<file path="config.mk">
export PLATFORM = sky130hd
export DESIGN_NAME = dm_master
export DESIGN_NICKNAME = d
export VERILOG_FILES = /design/src/rtl/dm_master_pkg.sv /design/src/rtl/dm_lane_unit.sv /design/src/rtl/dm_master.sv
export SDC_FILE = /design/constraint.sdc
export NUM_CORES = 1
export LEC_CHECK = 0
export CAP_MARGIN = 20
export CELL_PAD_IN_SITES_DETAIL_PLACEMENT = 1
export CELL_PAD_IN_SITES_GLOBAL_PLACEMENT = 1
export CORE_MARGIN = 3
export CORE_UTILIZATION = 45
export DETAILED_ROUTE_END_ITERATION = 8
export DONT_BUFFER_PORTS = 1
export PLACE_DENSITY_LB_ADDON = 0.1
export SYNTH_ARGS = -nofsm -noshare
export SYNTH_HDL_FRONTEND = slang
export SYNTH_SLANG_ARGS = --single-unit
</file>
<file path="constraint.sdc">
create_clock -name clk -period 2.9 [get_ports clk]
set_input_delay 0.58 -clock clk [delete_from_list [all_inputs] [get_ports clk]]
set_output_delay 0.58 -clock clk [all_outputs]
set_load 0.1 [all_outputs]
</file>
<file path="src/rtl/dm_master_pkg.sv">
// dm_master_pkg: size codes and FSM state encoding for the data-memory master
package dm_master_pkg;
    localparam logic [1:0] SZ_BYTE = 2'b00;
    localparam logic [1:0] SZ_HALF = 2'b01;
    localparam logic [1:0] SZ_WORD = 2'b10;
    typedef enum logic [2:0] {IDLE, LOAD, STORE, RMW_RD, RMW_WR, RESP} state_t;
endpackage

</file>
<file path="src/rtl/dm_lane_unit.sv">
// dm_lane_unit: little-endian lane extract/extend for loads and lane merge for sub-word stores
module dm_lane_unit
    import dm_master_pkg::*;
(
    input  logic [1:0]  size_i,
    input  logic [1:0]  off_i,
    input  logic        uns_i,
    input  logic [31:0] rdata_i,
    input  logic [15:0] wdata_i,
    output logic [31:0] load_o,
    output logic [31:0] merge_o
);
    logic [7:0]  b;
    logic [15:0] h;
    always_comb begin
        b = rdata_i[{off_i, 3'b000} +: 8];
        h = rdata_i[{off_i[1], 4'b0000} +: 16];
        load_o = size_i == SZ_BYTE ? {{24{~uns_i & b[7]}}, b} :
                 size_i == SZ_HALF ? {{16{~uns_i & h[15]}}, h} : rdata_i;
        merge_o = rdata_i;
        if (size_i == SZ_BYTE) merge_o[{off_i, 3'b000} +: 8] = wdata_i[7:0];
        else merge_o[{off_i[1], 4'b0000} +: 16] = wdata_i;
    end
endmodule

</file>
<file path="src/rtl/dm_master.sv">
// dm_master: turns CPU byte/half/word loads and stores into word accesses on the data RAM
module dm_master
    import dm_master_pkg::*;
#(
    parameter int ADDR_W = 11
) (
    input  logic              clk,
    input  logic              rst,
    input  logic              req_valid,
    output logic              req_ready,
    input  logic              req_we,
    input  logic [1:0]        req_size,
    input  logic              req_unsigned,
    input  logic [31:0]       req_addr,
    input  logic [31:0]       req_wdata,
    output logic              resp_valid,
    output logic              resp_err,
    output logic [31:0]       resp_rdata,
    output logic              DM_cs,
    output logic              DM_r,
    output logic              DM_w,
    output logic [ADDR_W-1:0] DM_addr,
    output logic [31:0]       DM_wdata,
    input  logic [31:0]       DM_rdata
);
    state_t              state_q;
    logic [1:0]          size_q, off_q;
    logic                uns_q, resp_valid_q, resp_err_q;
    logic [15:0]         wdata_q;
    logic [31:0]         resp_rdata_q, dm_wdata_q, load, merge;
    logic [ADDR_W-1:0]   dm_addr_q;
    logic                err, unused_addr;

    assign unused_addr = ^req_addr[31:ADDR_W+2];
    assign err = req_size == 2'b11 || (req_size == SZ_HALF && req_addr[0]) ||
                 (req_size == SZ_WORD && req_addr[1:0] != 2'b00);

    dm_lane_unit u_lane (
        .size_i (size_q),
        .off_i  (off_q),
        .uns_i  (uns_q),
        .rdata_i(DM_rdata),
        .wdata_i(wdata_q),
        .load_o (load),
        .merge_o(merge)
    );

    // strobes are gated by rst so an abandoned RMW write never reaches the RAM
    assign DM_r = !rst && (state_q == LOAD || state_q == RMW_RD);
    assign DM_w = !rst && (state_q == STORE || state_q == RMW_WR);
    assign DM_cs = DM_r || DM_w;
    assign req_ready = state_q == IDLE;
    assign resp_valid = resp_valid_q;
    assign resp_err = resp_err_q;
    assign resp_rdata = resp_rdata_q;
    assign DM_addr = dm_addr_q;
    assign DM_wdata = dm_wdata_q;

    always_ff @(posedge clk) begin
        if (rst) begin
            state_q <= IDLE;
            size_q <= '0;
            off_q <= '0;
            uns_q <= 1'b0;
            wdata_q <= '0;
            resp_valid_q <= 1'b0;
            resp_err_q <= 1'b0;
            resp_rdata_q <= '0;
            dm_addr_q <= '0;
            dm_wdata_q <= '0;
        end else begin
            case (state_q)
                IDLE: if (req_valid) begin
                    size_q <= req_size;
                    off_q <= req_addr[1:0];
                    uns_q <= req_unsigned;
                    wdata_q <= req_wdata[15:0];
                    dm_addr_q <= req_addr[ADDR_W+1:2];
                    resp_err_q <= err;
                    resp_valid_q <= err;
                    resp_rdata_q <= '0;
                    if (!err && req_we && req_size == SZ_WORD) dm_wdata_q <= req_wdata;
                    state_q <= err ? RESP : !req_we ? LOAD : req_size == SZ_WORD ? STORE : RMW_RD;
                end
                LOAD: begin
                    resp_rdata_q <= load;
                    resp_valid_q <= 1'b1;
                    state_q <= RESP;
                end
                RMW_RD: begin
                    dm_wdata_q <= merge;
                    state_q <= RMW_WR;
                end
                STORE, RMW_WR: begin
                    resp_valid_q <= 1'b1;
                    state_q <= RESP;
                end
                default: begin
                    resp_valid_q <= 1'b0;
                    resp_err_q <= 1'b0;
                    state_q <= IDLE;
                end
            endcase
        end
    end
endmodule

</file>
==> results_dict.tcl <==
set metrics [dict create \
    status "finished clean" \
    cp.arrival_ns 2.83 \
    diodes 0 \
    worstPathCellList "inv_1 > ha_1 > or4b_1 > o21ai_1 > a221oi_1 > nor4_2" \
    grt_most_used_layer "met2" \
    yosys_warnings 0 \
    syn-instance-count 621 \
    syn_to_final_growth_pct 8.006 \
    hold_slack_ns 0.2935 \
    drv_slew 0 \
    slew_headroom_pct 29.68 \
    cts_setup_buffers 0 \
    core-area_um2 11520 \
    crit_cells 6 \
    grt_pass1_wl_um 27590 \
    min_period_over_period_pct 88.31 \
    grtUsageMet2_pct 43.87 \
    max-vdd-ir-drop_mv 0.3600 \
    insertion_delay_ns 0.36 \
    grt_max_degree 70 \
    io_buffers 0 \
    detail_route.wl_per_cell_um 24.25 \
    synth_async_sr_flop_share_pct 0 \
    drive_gt1_share_pct 14.78 \
    max-cap-violations 0 \
    hp-class "input port to flip-flop" \
    final.min_clock_period_ns 2.561 \
    path_delay_family "compound AO/OA/AOI/OAI gates" \
    drc 0 \
    cp_num_buf_inv 1 \
    syn_area_per_cell_um2 8.631 \
    globalplace.congestion 0.8470 \
    dr.pass1.iters 5 \
    cts_tree "done" \
    power_density_nw_per_um2 782.5 \
    cp-startpoint "off_q[0]" \
    rsz0062_at_grt "false" \
    hold_viol_final 0 \
    antenna_left 0 \
    cts_resized 0 \
    vias 4813 \
    cp.required_ns 3.17 \
    io_pins 184 \
    critPathMaxStageDelay_ns 0.57 \
    yosysTopAreaCellShare_pct 37.72 \
    netlist_area_um2 5360 \
    crit_slowest_cell "dfxtp_1" \
    use_met3_pct 9.474 \
    track_usage_pct 26.87 \
    nFillCells 1343 \
    mostFrequentLayoutCells "dfxtp_1, nand2_1, a21oi_1, nor2_1, a221o_1" \
    rr_startpoint "off_q[0]" \
    antenna_found_initial 0 \
    finalNetCount 705 \
    ys_types 55 \
    clkTransAtPathRegs_ns 0.07 \
    tightest_slew_ns 1.053 \
    critPathKind "flip-flop to flip-flop" \
    globalRouteOverflowTotal 0 \
    dp_hpwl_um 13240 \
    cts_made_buffers 9 \
    start_kind "flip-flop" \
    endpoint_kind "flip-flop" \
    fin_worst_skew_ns 0.009267 \
    setup_viol 0 \
    yosys.area.top_type "dfxtp_1" \
    root_buffer "clkbuf_16" \
    hold_start "rst" \
    wl_um 18070 \
    synth_flop_cell "dfxtp_1" \
    avgViaCountPerCell 6.460 \
    std_cell_rows 39 \
    die_area_um2 13260 \
    leakagePower_nw 2.065 \
    ff2ff_path_depth 6 \
    first_global_vias 4940 \
    syn-num-nets 729 \
    synth_edf_count 0 \
    synth_area_leaders "dfxtp_1, a21oi_1, nand2_1" \
    yosysSeqAreaShare_pct 37.72 \
    cts_sinks 101 \
    cts.path.max_buffers 2 \
    fin_tns_setup_ns 0 \
    first_iter_violations 287 \
    cp_max_fo 12 \
    ys_seq_elements 101 \
    cts_hold_buf 0 \
    met1_usage_pct 32.80 \
    mostFrequentLayoutCell "dfxtp_1" \
    start_util_pct 46.54 \
    die_width_um 115.1 \
    min_path_cells 1 \
    clock.fmax_ghz 0.3905 \
    die_y_um 115.1 \
    htree_levels 3 \
]
[worst register-to-register path, stage by stage (launching register included)]
cell,delay [ns]
dfxtp_1,0.57
inv_1,0.16
ha_1,0.35
or4b_1,0.47
o21ai_1,0.50
a221oi_1,0.26
nor4_2,0.16
[cells in the mapped netlist, types with 3 or more instances]
library cell	n
nor4_1	10
ha_1	5
buf_2	9
mux4_2	8
a22o_1	8
buf_1	4
o21bai_1	6
nor2_1	47
clkbuf_1	34
a21oi_1	79
inv_1	23
mux2i_1	9
nor4_2	14
o21ai_0	11
and3_1	8
or3_1	3
a211oi_1	4
a21oi_2	15
nand2_1	83
a221o_1	24
dfxtp_1	101
nor3_1	4
o2bb2ai_1	8
o211ai_1	10
o22ai_1	17
nand2b_1	12
o32ai_1	8
buf_6	4
a221oi_1	17
[cell families after synthesis]
group                      count (synthesis)  synth area share (%)
AOI/OAI and AO/OA                        216                 28.27
xor gates and xnor gates                   1                0.1634
adders and majority gates                  5                 1.167
buffers and inverters                     79                 6.956
DFF                                      101                 37.72
muxes                                     18                 5.252
and+or+nand+nor                          201                 20.47
[final cells by class]
cell class / count / area [um2] / share of cell area, %
Timing Repair Buffer: 20 / 162.7 / 2.810
Inverter: 24 / 90.09 / 1.556
Multi-Input combinational cell: 441 / 2989 / 51.63
Tap cell: 143 / 178.9 / 3.091
Clock inverter: 7 / 120.1 / 2.075
Sequential cell: 101 / 2023 / 34.95
Clock buffer: 9 / 225.2 / 3.890
[where the power goes]
part | internal [mW] | switching [mW] | total, mW | leakage [nW]
logic | 0.278 | 0.438 | 0.716 | 1.07
registers | 1.52 | 0.879 | 2.39 | 0.827
clock network | 0.848 | 0.571 | 1.42 | 0.166
[state kept, by name, summed over array words and instances (netlist names), 2 cells and up]
signal	flops
DM_addr	11
DM_wdata	32
off_q	2
resp_rdata	32
size_q	2
state_q	3
wdata_q	16
[stage by stage]
step / total power [mW] / setup WS, ns / std cells / util [%] / area, um2
6_report: 4.530 / 0.3391 / 745 / 50.27 / 5789
5_1_grt: 4.707 / 0.1296 / 745 / 50.27 / 5789
4_1_cts: 4.549 / 0.3616 / 745 / 50.27 / 5789
3_5_place_dp: 3.141 / 0.3811 / 729 / 47.27 / 5444
3_3_place_gp: 3.105 / 0.4732 / 729 / 47.27 / 5444
2_1_floorplan: 2.985 / 0.2938 / 621 / - / 5378
[routing by layer]
metal  vias up  wire length, um
li1       2253                -
met1      2360             7260
met2       180             8728
met3        20             1795
met4         0              285
met5         -                0
[final timing paths]
| path | end | slack (ns) |
|---|---|---|
| max | DM_wdata[19] | 0.34 |
| min reg2reg | uns_q | 0.46 |
| min | uns_q | 0.29 |
| max reg2reg | DM_wdata[19] | 0.34 |
(Power assumes the default switching activity.)
